[src/rtl/dcache_port_arbiter_if.sv]
// Signal bundle between the two dcache requesters, the arbiter and the dcache port.
// The arbiter connects through the slave modport; requesters and dcache use master.
interface dcache_port_arbiter_if;
    logic [31:0] r0_addr;
    logic [3:0]  r0_rmask;
    logic [3:0]  r0_wmask;
    logic [31:0] r0_wdata;
    logic [31:0] r0_rdata;
    logic        r0_resp;

    logic [31:0] r1_addr;
    logic [3:0]  r1_rmask;
    logic [3:0]  r1_wmask;
    logic [31:0] r1_wdata;
    logic [31:0] r1_rdata;
    logic        r1_resp;

    logic [31:0] d_addr;
    logic [3:0]  d_rmask;
    logic [3:0]  d_wmask;
    logic [31:0] d_wdata;
    logic [31:0] d_rdata;
    logic        d_resp;

    modport slave (
        input  r0_addr, r0_rmask, r0_wmask, r0_wdata,
        output r0_rdata, r0_resp,
        input  r1_addr, r1_rmask, r1_wmask, r1_wdata,
        output r1_rdata, r1_resp,
        output d_addr, d_rmask, d_wmask, d_wdata,
        input  d_rdata, d_resp
    );

    modport master (
        output r0_addr, r0_rmask, r0_wmask, r0_wdata,
        input  r0_rdata, r0_resp,
        output r1_addr, r1_rmask, r1_wmask, r1_wdata,
        input  r1_rdata, r1_resp,
        input  d_addr, d_rmask, d_wmask, d_wdata,
        output d_rdata, d_resp
    );
endinterface

[src/rtl/dcache_port_arbiter.sv]
// Round-robin arbiter sharing one dcache port between two requesters, with flush drop and watchdog.
// Optional: define DCACHE_ARB_STORE_PRIO_EN to let a write beat a read on a simultaneous request.
module dcache_port_arbiter #(
    parameter int unsigned WATCHDOG_MAX = 255
) (
    input  logic                  clk,
    input  logic                  rst,
    input  logic                  flush,
    dcache_port_arbiter_if.slave  bus,
    output logic                  busy,
    output logic                  err_timeout
);
    localparam int unsigned WD_W = $clog2(WATCHDOG_MAX + 1);
    localparam logic [WD_W-1:0] WD_LIMIT = WD_W'(WATCHDOG_MAX);

    typedef enum logic [1:0] {IDLE, BUSY0, BUSY1} state_t;

    state_t          state_q, state_d;
    logic            rr_last_q, rr_last_d;
    logic [WD_W-1:0] wd_q, wd_d;
    logic            err_q, err_d;
    logic            drop_q, drop_d;
    logic [31:0]     addr_q, addr_d;
    logic [31:0]     wdata_q, wdata_d;
    logic [3:0]      rmask_q, rmask_d;
    logic [3:0]      wmask_q, wmask_d;

    logic req0, req1, pick;
    logic in_busy, rd_txn, drop_now, resp_ok;

    assign req0 = (|bus.r0_rmask) | (|bus.r0_wmask);
    assign req1 = (|bus.r1_rmask) | (|bus.r1_wmask);

    always_comb begin
        pick = req1;
        if (req0 && req1) begin
`ifdef DCACHE_ARB_STORE_PRIO_EN
            if ((|bus.r0_wmask) != (|bus.r1_wmask)) begin
                pick = |bus.r1_wmask;
            end else begin
                pick = ~rr_last_q;
            end
`else
            pick = ~rr_last_q;
`endif
        end
    end

    always_comb begin
        state_d   = state_q;
        rr_last_d = rr_last_q;
        wd_d      = wd_q;
        err_d     = err_q;
        drop_d    = drop_q;
        addr_d    = addr_q;
        wdata_d   = wdata_q;
        rmask_d   = rmask_q;
        wmask_d   = wmask_q;
        case (state_q)
            IDLE: begin
                wd_d   = '0;
                drop_d = 1'b0;
                if (req0 || req1) begin
                    rr_last_d = pick;
                    // A request carrying both masks is a write; the read half is discarded.
                    if (pick) begin
                        state_d = BUSY1;
                        addr_d  = {bus.r1_addr[31:2], 2'b00};
                        wmask_d = bus.r1_wmask;
                        rmask_d = (|bus.r1_wmask) ? 4'h0 : bus.r1_rmask;
                        wdata_d = bus.r1_wdata;
                    end else begin
                        state_d = BUSY0;
                        addr_d  = {bus.r0_addr[31:2], 2'b00};
                        wmask_d = bus.r0_wmask;
                        rmask_d = (|bus.r0_wmask) ? 4'h0 : bus.r0_rmask;
                        wdata_d = bus.r0_wdata;
                    end
                end
            end
            BUSY0, BUSY1: begin
                if (wd_q != WD_LIMIT) wd_d = wd_q + WD_W'(1);
                if (wd_d == WD_LIMIT) err_d = 1'b1;
                if (flush && rd_txn) drop_d = 1'b1;
                if (bus.d_resp) begin
                    state_d = IDLE;
                    wd_d    = '0;
                    drop_d  = 1'b0;
                end
            end
            default: state_d = IDLE;
        endcase
    end

    always_ff @(posedge clk or posedge rst) begin
        if (rst) begin
            state_q   <= IDLE;
            rr_last_q <= 1'b1;
            wd_q      <= '0;
            err_q     <= 1'b0;
            drop_q    <= 1'b0;
            addr_q    <= '0;
            wdata_q   <= '0;
            rmask_q   <= '0;
            wmask_q   <= '0;
        end else begin
            state_q   <= state_d;
            rr_last_q <= rr_last_d;
            wd_q      <= wd_d;
            err_q     <= err_d;
            drop_q    <= drop_d;
            addr_q    <= addr_d;
            wdata_q   <= wdata_d;
            rmask_q   <= rmask_d;
            wmask_q   <= wmask_d;
        end
    end

    assign in_busy  = (state_q != IDLE);
    assign rd_txn   = (wmask_q == 4'h0);
    // A flush on the response cycle itself must also squash a load response.
    assign drop_now = rd_txn && (drop_q || flush);
    assign resp_ok  = in_busy && bus.d_resp && !drop_now;

    assign bus.r0_resp  = resp_ok && (state_q == BUSY0);
    assign bus.r1_resp  = resp_ok && (state_q == BUSY1);
    assign bus.r0_rdata = (bus.r0_resp && rd_txn) ? bus.d_rdata : 32'h0;
    assign bus.r1_rdata = (bus.r1_resp && rd_txn) ? bus.d_rdata : 32'h0;

    assign bus.d_addr  = in_busy ? addr_q  : 32'h0;
    assign bus.d_rmask = in_busy ? rmask_q : 4'h0;
    assign bus.d_wmask = in_busy ? wmask_q : 4'h0;
    assign bus.d_wdata = in_busy ? wdata_q : 32'h0;

    assign busy        = in_busy;
    assign err_timeout = err_q;
endmodule

[src/flat_wrapper.sv]
// flat-port wrapper written by rule: the top's interface ports become plain ports
module dcache_port_arbiter_flat 
#(
    parameter int unsigned WATCHDOG_MAX = 255
)
  (clk, rst, flush, busy, err_timeout, bus_r0_addr, bus_r0_rmask, bus_r0_wmask, bus_r0_wdata, bus_r0_rdata, bus_r0_resp, bus_r1_addr, bus_r1_rmask, bus_r1_wmask, bus_r1_wdata, bus_r1_rdata, bus_r1_resp, bus_d_addr, bus_d_rmask, bus_d_wmask, bus_d_wdata, bus_d_rdata, bus_d_resp);
  dcache_port_arbiter_if bus_i ();
  input  logic clk;
  input  logic rst;
  input  logic flush;
  output logic busy;
  output logic err_timeout;
  input wire logic [$bits(bus_i.r0_addr)-1:0] bus_r0_addr;
  input wire logic [$bits(bus_i.r0_rmask)-1:0] bus_r0_rmask;
  input wire logic [$bits(bus_i.r0_wmask)-1:0] bus_r0_wmask;
  input wire logic [$bits(bus_i.r0_wdata)-1:0] bus_r0_wdata;
  output wire logic [$bits(bus_i.r0_rdata)-1:0] bus_r0_rdata;
  output wire logic [$bits(bus_i.r0_resp)-1:0] bus_r0_resp;
  input wire logic [$bits(bus_i.r1_addr)-1:0] bus_r1_addr;
  input wire logic [$bits(bus_i.r1_rmask)-1:0] bus_r1_rmask;
  input wire logic [$bits(bus_i.r1_wmask)-1:0] bus_r1_wmask;
  input wire logic [$bits(bus_i.r1_wdata)-1:0] bus_r1_wdata;
  output wire logic [$bits(bus_i.r1_rdata)-1:0] bus_r1_rdata;
  output wire logic [$bits(bus_i.r1_resp)-1:0] bus_r1_resp;
  output wire logic [$bits(bus_i.d_addr)-1:0] bus_d_addr;
  output wire logic [$bits(bus_i.d_rmask)-1:0] bus_d_rmask;
  output wire logic [$bits(bus_i.d_wmask)-1:0] bus_d_wmask;
  output wire logic [$bits(bus_i.d_wdata)-1:0] bus_d_wdata;
  input wire logic [$bits(bus_i.d_rdata)-1:0] bus_d_rdata;
  input wire logic [$bits(bus_i.d_resp)-1:0] bus_d_resp;
  assign bus_i.r0_addr = bus_r0_addr;
  assign bus_i.r0_rmask = bus_r0_rmask;
  assign bus_i.r0_wmask = bus_r0_wmask;
  assign bus_i.r0_wdata = bus_r0_wdata;
  assign bus_r0_rdata = bus_i.r0_rdata;
  assign bus_r0_resp = bus_i.r0_resp;
  assign bus_i.r1_addr = bus_r1_addr;
  assign bus_i.r1_rmask = bus_r1_rmask;
  assign bus_i.r1_wmask = bus_r1_wmask;
  assign bus_i.r1_wdata = bus_r1_wdata;
  assign bus_r1_rdata = bus_i.r1_rdata;
  assign bus_r1_resp = bus_i.r1_resp;
  assign bus_d_addr = bus_i.d_addr;
  assign bus_d_rmask = bus_i.d_rmask;
  assign bus_d_wmask = bus_i.d_wmask;
  assign bus_d_wdata = bus_i.d_wdata;
  assign bus_i.d_rdata = bus_d_rdata;
  assign bus_i.d_resp = bus_d_resp;
  dcache_port_arbiter #(.WATCHDOG_MAX(WATCHDOG_MAX)) u_core (.clk(clk), .rst(rst), .flush(flush), .bus(bus_i), .busy(busy), .err_timeout(err_timeout));
endmodule
[config.mk]
export PLATFORM = sky130hd
export DESIGN_NAME = dcache_port_arbiter_flat
export DESIGN_NICKNAME = d
export VERILOG_FILES = /design/src/rtl/dcache_port_arbiter_if.sv /design/src/rtl/dcache_port_arbiter.sv /design/src/flat_wrapper.sv
export SDC_FILE = /design/constraint.sdc
export NUM_CORES = 1
export LEC_CHECK = 0
export CAP_MARGIN = 25
export CORE_MARGIN = 10
export CORE_UTILIZATION = 38
export CTS_CLUSTER_SIZE = 14
export DETAILED_ROUTE_END_ITERATION = 10
export GPL_TIMING_DRIVEN = 0
export PLACE_DENSITY = 0.84
export SLEW_MARGIN = 10
export SYNTH_ARGS = -nofsm -noshare
export SYNTH_HDL_FRONTEND = slang
export SYNTH_SLANG_ARGS = --single-unit
[constraint.sdc]
create_clock -name clk -period 3.3 [get_ports clk]
set_clock_uncertainty 0.2 [all_clocks]
set_input_delay 0.495 -clock clk [delete_from_list [all_inputs] [get_ports clk]]
set_output_delay 0.495 -clock clk [all_outputs]
set_load 0.02 [all_outputs]
==> run summary, run 1 <==
The max-slew violation total from the final report is 0. The post-synthesis area per instance is 7.98 um^2. The arrival time reported for the critical path endpoint came out at 2.35 ns.

At the pin with the least slew margin, the transition time is 0.572 ns. The quantity of I/O buffers inserted on ports came out at 313. The final-report hold violation count is 0. sky130_fd_sc_hd__nor2_1 is the most common cell in the netlist.

After legalization and detailed placement, the total HPWL measured 19.7 mm. Setup repair after global routing left no endpoint under its margin. The count of buffers added by post-CTS timing repair for setup came out at 0.

The area share of the leading cell type in the synthesized netlist is 0.390. The final cycle utilization of the critical path is 0.924. Summed over all failing endpoints, the final setup total negative slack is 0 ns.

The number of antenna cells inserted is 0. The flow ran to the end, and the final reports show no timing, DRC or antenna violations. The detailed router finished its first iteration with 379 violations. The depth of the worst register-to-register path came out at 8.

The wire length of the first global-routing pass is 34.8 mm. STA classifies the critical path endpoint as a primary output. The worst hold path belongs to the class flip-flop to flip-flop. The final critical delay including setup and external delays came out at 3.05 ns.

The number of global-route vias before repair came to 6,101. The number of detailed-routing iterations run before antenna repair is 6. For this run, the total global-route usage over all layers was measured as 0.239.

The slack of the worst reg-to-reg path came out at 0.66 ns. The number of synthesis warnings came out at 0. Measured along the y axis, the die boundary spans 138 um.

The tree is rooted in a sky130_fd_sc_hd__clkbuf_16. The die width came out at 138 um. The detail route stage leaves a number of antenna-violating nets equal to 0. The number of cells traversed by the worst hold path came out at 2. The number of register bits inferred by synthesis came out at 83. The achievable frequency is 328 MHz.

The most critical setup path has its startpoint at u_core.state_q[0]$_DFFE_PP0P_. The worst register-to-register path ends at u_core.addr_q[31]$_DFFE_PP0P_. The via-per-instance ratio came out at 5.41. In this run the standard cell core region covers 13,400 um^2. The die covers 18,900 um^2. The DRC violation count after routing came out at 0. The startpoint of the most critical register-to-register path is u_core.state_q[0]$_DFFE_PP0P_. The static leakage came out at 4.45 nW. The clock passes through at most 2 buffers. The maximum number of pins on one net before global-route repair came out at 55. The synthesized netlist cell count came out at 659. The power density normalized to cell area came out at 792 nW/um^2.

The max-capacitance violation count is 0. The worst setup path is of the flip-flop to primary output kind. The clock latency on the worst-skew pair is 0.34 ns. The number of enable flip-flop cells after synthesis is 0.

The I/O pin total came out at 320. The share of the Yosys chip area taken by registers is 0.395. The power consumption came out at 0.00721 W.

The required time at the endpoint of the critical path is 2.60 ns. The synthesized area came out at 5260 um^2. The type of origin of the critical path is a flip-flop.

The number of H-tree branching levels came out at 3. The number of setup violations in the final report came out at 0. The effective utilization at floorplan is 0.392.

The cell accounting for the most synthesized area is sky130_fd_sc_hd__dfrtp_1. After synthesis, the share of flip-flops with an asynchronous set or reset is 1.00. The clock-pin slew on the worst setup and hold paths came out at 0.06 ns. After synthesis, the netlist uses 47 different library cells.

The maximum resistive drop on vdd is 0.454 mV. In this run, post-CTS hold repair placed 0 buffers. The number of antenna violations at the first check in global routing came out at 0. Ranked by instance count, the synthesized netlist is headed by sky130_fd_sc_hd__nor2_1 (83), sky130_fd_sc_hd__dfrtp_1 (82), sky130_fd_sc_hd__a31oi_1 (75). The synthesis-to-layout area growth is 73.1%. The endpoint of the worst hold-timing path is u_core.err_timeout$_DFFE_PP0P_. Fill cells in the final layout number 1,072. TritonCTS built the clock tree. The weighted congestion at the end of routability-driven global placement is 0.914.

Once layout is complete, the utilization of the core stands at 0.679. The cell row count is 42. In this run the worst path has a maximum fanout of 11. The via count came out at 6,301.

The headroom to the max-slew limit is 0.619. The clock net in this run drives a total of 83 sinks. The hold path startpoint is u_core.err_timeout$_DFFE_PP0P_. The number of buffers added by the clock tree synthesis step came out at 9. The layout net count is 1,169. After detailed routing, the total wire length is 24.8 mm. Sorting the synthesized cells by area gives the leading types as sky130_fd_sc_hd__dfrtp_1 (39%), sky130_fd_sc_hd__a31oi_1 (8.9%), sky130_fd_sc_hd__nor2b_1 (8.6%). The most used flip-flop cell after synthesis is sky130_fd_sc_hd__dfrtp_1. The wire length per cell is 21.3 um. Of the cells placed in the final design, the portion with a size suffix greater than 1 is 0.0607. After global routing the overflow that remains totals 0.
[registers in the layout, summed over array words and instances, names as in the netlist]
signal / count
u_core.rmask_q: 4
u_core.wmask_q: 4
u_core.state_q: 2
u_core.rr_last_q: 1
u_core.wdata_q: 32
u_core.addr_q: 30
u_core.drop_q: 1
u_core.err_timeout: 1
u_core.wd_q: 8
[worst max-delay path by stage]
stage	cells past startpoint	to	slack [ns]
after CTS	8	bus_r1_rdata[30]	0.005
after detailed placement	9	bus_r1_rdata[19]	-0.21
final	5	bus_d_wdata[22]	0.25
after floorplan	1	u_core.addr_q[10]$_DFFE_PP0P_	0.47
after global placement	2	u_core.wdata_q[1]$_DFFE_PP0P_	-1.03
after global routing	7	bus_r1_rdata[0]	0.08
[metrics by stage]
step	setup slack, ns	hold slack [ns]	area, um^2	std cells
floorplan	0.470	0.292	5260	660
global placement	-1.03	0.251	8620	1149
detailed placement	-0.212	0.249	8650	1150
CTS	0.00532	0.266	8970	1164
global route	0.0809	0.302	9100	1164
finish	0.252	0.265	9100	1164
[layout make-up]
| class | count | area, um^2 | share of cell area |
|---|---|---|---|
| Buffer | 65 | 300 | 0.0330 |
| Clock buffer | 11 | 243 | 0.0267 |
| Inverter | 9 | 36.3 | 0.00399 |
| Timing Repair Buffer | 314 | 3260 | 0.358 |
| Sequential cell | 83 | 2080 | 0.228 |
| Tap cell | 176 | 220 | 0.0242 |
| Multi-Input combinational cell | 502 | 2890 | 0.318 |
| Clock inverter | 4 | 75.1 | 0.00825 |
[worst max-delay path, cell delays in order, from the launching register on]
cell,delay (ns)
sky130_fd_sc_hd__dfrtp_1,0.41
sky130_fd_sc_hd__inv_1,0.11
sky130_fd_sc_hd__ha_2,0.33
sky130_fd_sc_hd__clkbuf_1,0.42
sky130_fd_sc_hd__nor2b_1,0.13
sky130_fd_sc_hd__clkdlybuf4s50_1,0.59
[placed cells by master (no fill, tap or decap), types with 15 or more instances in the layout]
| cell | synthesis | layout |
|---|---|---|
| sky130_fd_sc_hd__clkbuf_1 | 40 | 34 |
| sky130_fd_sc_hd__o21ai_1 | 19 | 19 |
| sky130_fd_sc_hd__nor2_1 | 83 | 81 |
| sky130_fd_sc_hd__o21ai_0 | 49 | 49 |
| sky130_fd_sc_hd__dlymetal6s2s_1 | 0 | 46 |
| sky130_fd_sc_hd__and2_1 | 64 | 64 |
| sky130_fd_sc_hd__nor2b_1 | 72 | 72 |
| sky130_fd_sc_hd__a31oi_1 | 75 | 75 |
| sky130_fd_sc_hd__buf_2 | 23 | 24 |
| sky130_fd_sc_hd__nand3_1 | 68 | 68 |
| sky130_fd_sc_hd__nand2_1 | 15 | 15 |
| sky130_fd_sc_hd__clkdlybuf4s50_1 | 0 | 253 |
| sky130_fd_sc_hd__dfrtp_1 | 82 | 82 |
[what timing repair did]
| action | CTS | global route |
|---|---|---|
| pin swaps | 0 | 0 |
| cloned | 0 | 0 |
| gates resized for setup | 26 | 50 |
| setup endpoints to repair | 82 | 46 |
| endpoints found under the hold margin | 0 | 0 |
[metal layers]
metal	up-vias	track usage	wire length, um
met5	-	0	0
met1	2960	0.268	9240
met4	0	0.0925	800
li1	2946	-	-
met3	49	0.0623	2350
met2	346	0.423	12400
[cell families (layout without fill, tap and decap cells)]
| family | count (synthesis) | after routing | share of synthesized area |
|---|---|---|---|
| compound gates | 173 | 173 | 0.200 |
| fa+ha+maj | 5 | 5 | 0.0119 |
| buf+inv | 75 | 403 | 0.0619 |
| flops | 83 | 83 | 0.395 |
| mux | 1 | 1 | 0.00190 |
| other cells | 1 | 2 | 0.000713 |
| simple gates | 321 | 321 | 0.329 |
[power by group]
part	switching, W	total, W	leakage (nW)	internal, W
sequential	0.000267	0.00178	0.976	0.00151
combinational	0.00248	0.00433	3.33	0.00185
clock	0.000422	0.00110	0.148	0.000680
Note: power is estimated with default switching activity, not from simulation.
==> run 2, diff against run 1 <==
CORE_UTILIZATION = 30   (was 38)
PLACE_DENSITY = 0.69   (was 0.84)
==> run summary, run 2 (synthesized netlist as in run 1, its figures left out) <==
The fraction of power spent switching nets was 0.448 (+0.00872). The violation count after the first detailed-route iteration is 361 (-4.7%). The number of global-route vias before repair came out at 6,017 (-1.4%). The largest fanout on the critical path came out at 11 (unchanged). The count of buffers added by post-CTS timing repair for setup came to 0 (unchanged). The static leakage was 4.08 nW (-8.4%). The total routing resource utilization after global routing is 0.204 (-0.0352).

The quantity of I/O buffers inserted on ports came out at 313 (unchanged). The type of origin of the critical path is a flip-flop. The required time at the endpoint of the critical path came out at 2.60 ns (about the same). The cell-internal power came to 0.00397 W (-1.7%). The combinational fraction of design power is 0.605 (+0.004). The cell row count is 48 (+14%). The count of placed standard cells including taps is 1,199 (+4.3%). The layout net count came to 1,169 (unchanged).

The max-capacitance violation count is 0 (unchanged). The number of setup violations in the final report came to 0 (unchanged). STA classifies the critical path endpoint as a primary output. The register with the most flip-flops in the final layout is u_core.wdata_q.

The largest registers in the layout are u_core.wdata_q x32, u_core.addr_q x30, u_core.wd_q x8. The final critical delay including setup and external delays is 3.13 ns (+0.0821 ns). The wire length of the first global-routing pass came out at 37.5 mm (+7.7%). The clock sink count came out at 83 (unchanged).

The maximum clock path buffer count is 2 (unchanged). The arrival time reported for the critical path endpoint came out at 2.44 ns (+0.09 ns). The net switching power of the design is 0.00322 W (+1.8%). The register share of total power is 0.244 (-0.002). The via count was 6,191 (-1.7%). The weighted congestion at the end of routability-driven global placement came out at 0.886 (-3.1%).

The number of buffers added by the clock tree synthesis step is 9 (unchanged). The final-report hold violation count is 0 (unchanged). The overall overflow remaining after global route is 0 (unchanged). The achievable frequency came to 319 MHz (-2.6%). The worst setup path is of the flip-flop to primary output kind. The area of the die was 23,200 um^2 (+23%). The vertical die dimension is 152 um (+11%). The total length of routed wires came to 25.3 mm (+2.1%). The via-per-instance ratio is 5.10 (-5.8%). The clock tree from TritonCTS is built.

The maximum number of pins on one net before global-route repair came out at 47 (-15%). The number of antenna violations at the first check in global routing came to 0 (unchanged). The wire length per cell came out at 20.8 um (-2.1%). The antenna violation net count after detailed routing came out at 0 (unchanged). The maximum resistive drop on vdd is 0.444 mV (-2.1%). The synthesis-to-layout area growth is 72.0%.

The top cell types in the final layout, fill and taps aside, are sky130_fd_sc_hd__clkdlybuf4s50_1 (253), sky130_fd_sc_hd__dfrtp_1 (82), sky130_fd_sc_hd__nor2_1 (81). The number of detailed-routing iterations run before antenna repair is 5 (-1). The clock-pin slew on the worst setup and hold paths came out at 0.06 ns (about the same). The share of total power in the clock network came out at 0.150 (-0.003).

The I/O pin total was 320 (unchanged). The number of antenna cells inserted came to 0 (unchanged). The power density normalized to cell area is 795 nW/um^2 (+0.46%). The DRC violation count after routing came out at 0 (unchanged). The most common library cell in the layout ignoring fill and taps is sky130_fd_sc_hd__clkdlybuf4s50_1. The effective utilization at floorplan is 0.305 (-0.0873). The core footprint is 17,200 um^2 (+29%). The final cycle utilization of the critical path came out at 0.949 (+0.0249). The final total negative setup slack is 0 ns (unchanged).

Setup repair after global routing left no endpoint under its margin. The transition time of the tightest slew-check pin came to 0.631 ns (+0.0599 ns). Clock tree synthesis selected as its root buffer the cell sky130_fd_sc_hd__clkbuf_16. The headroom to the max-slew limit was 0.579 (-0.0399). The number of H-tree branching levels came to 3 (unchanged). The fraction of final layout cells with drive strength greater than 1 is 0.0627 (+0.00196). The die width came out at 152 um (+11%).

The worst hold path belongs to the class flip-flop to flip-flop. The max-slew violation total from the final report is 0 (unchanged). The run finished with clean final reports.

The number of flip-flops in the largest register is 32 (unchanged). The clock latency on the worst-skew pair is 0.35 ns (about the same). The number of standard cells in the layout, taps in and fillers out came out at 1,214 (+4.3%).

The detailed placement HPWL is 19.9 mm (+1.2%).
[run 2: layout make-up]
class	count	area (um^2)
fill	1673	8190
tap	225	282
buffer	65	310
multi-input combinational	502	2870
timing repair buffer	314	3160
inverter	9	36.3
sequential	83	2080
clock inverter	6	72.6
clock buffer	10	239
[run 2: stage by stage]
stage | cell area [um^2] | hold slack [ns] | utilization | power, W | setup slack [ns]
after global placement | 8680 | 0.249 | 0.503 | 0.00608 | -1.15
after detailed placement | 8710 | 0.270 | 0.505 | 0.00613 | -0.218
final | 9050 | 0.281 | 0.525 | 0.00720 | 0.170
after global routing | 9050 | 0.319 | 0.525 | 0.00768 | 0.0283
after CTS | 8990 | 0.288 | 0.522 | 0.00723 | 0.00127
after floorplan | 5260 | 0.292 | - | 0.00418 | 0.470
[run 2: worst max-delay path, cell delays in order (launching register included)]
cell                            delay (ns)
sky130_fd_sc_hd__dfrtp_1              0.39
sky130_fd_sc_hd__inv_1                0.10
sky130_fd_sc_hd__ha_2                 0.29
sky130_fd_sc_hd__nor2b_1              0.17
sky130_fd_sc_hd__nand2_1              0.11
sky130_fd_sc_hd__nor2_2               0.19
sky130_fd_sc_hd__clkbuf_4             0.23
sky130_fd_sc_hd__and2_1               0.24
sky130_fd_sc_hd__dlygate4sd2_1        0.36
[run 2: repair_timing]
item                                   4_1_cts  5_1_grt
pin swaps                                    0        0
setup endpoints to repair                  127       19
endpoints found under the hold margin        0        0
hold buffers                                 0        0
resized for setup                           55       23
[run 2: path summary, 6_finish.rpt]
path	start	end	slack (ns)	cells past startpoint
max	u_core.state_q[0]$_DFFE_PP0P_	bus_r1_rdata[4]	0.17	8
min	u_core.err_timeout$_DFFE_PP0P_	u_core.err_timeout$_DFFE_PP0P_	0.28	2
max reg2reg	u_core.state_q[0]$_DFFE_PP0P_	u_core.rmask_q[3]$_DFFE_PP0P_	0.55	7
min reg2reg	u_core.err_timeout$_DFFE_PP0P_	u_core.err_timeout$_DFFE_PP0P_	0.28	2
max in group asynchronous	rst	u_core.rr_last_q$_DFFE_PP1P_	1.87	3
min in group asynchronous	rst	u_core.addr_q[4]$_DFFE_PP0P_	0.34	2
[run 2: layer usage]
layer	routed length [um]	global-route usage	vias up
met2	12700	0.357	279
met5	0	0	-
met3	2080	0.0615	26
met1	10000	0.232	2933
met4	452	0.0642	0
li1	-	-	2953
[run 2: power groups by stage]
stage | sequential [W] | combinational [W] | clock (W)
final | 0.00176 | 0.00436 | 0.00108
after global routing | 0.00182 | 0.00472 | 0.00114
after CTS | 0.00175 | 0.00437 | 0.00110
after detailed placement | 0.00177 | 0.00436 | 0
after global placement | 0.00175 | 0.00433 | 0
after floorplan | 0.00169 | 0.00249 | 0
==> run 3, diff against run 2 <==
CORE_UTILIZATION = 38   (was 30)
PLACE_DENSITY = 0.84   (was 0.69)
==> results of run 3 <==
The final DEF is identical to that of run 1; final timing and power are the same.
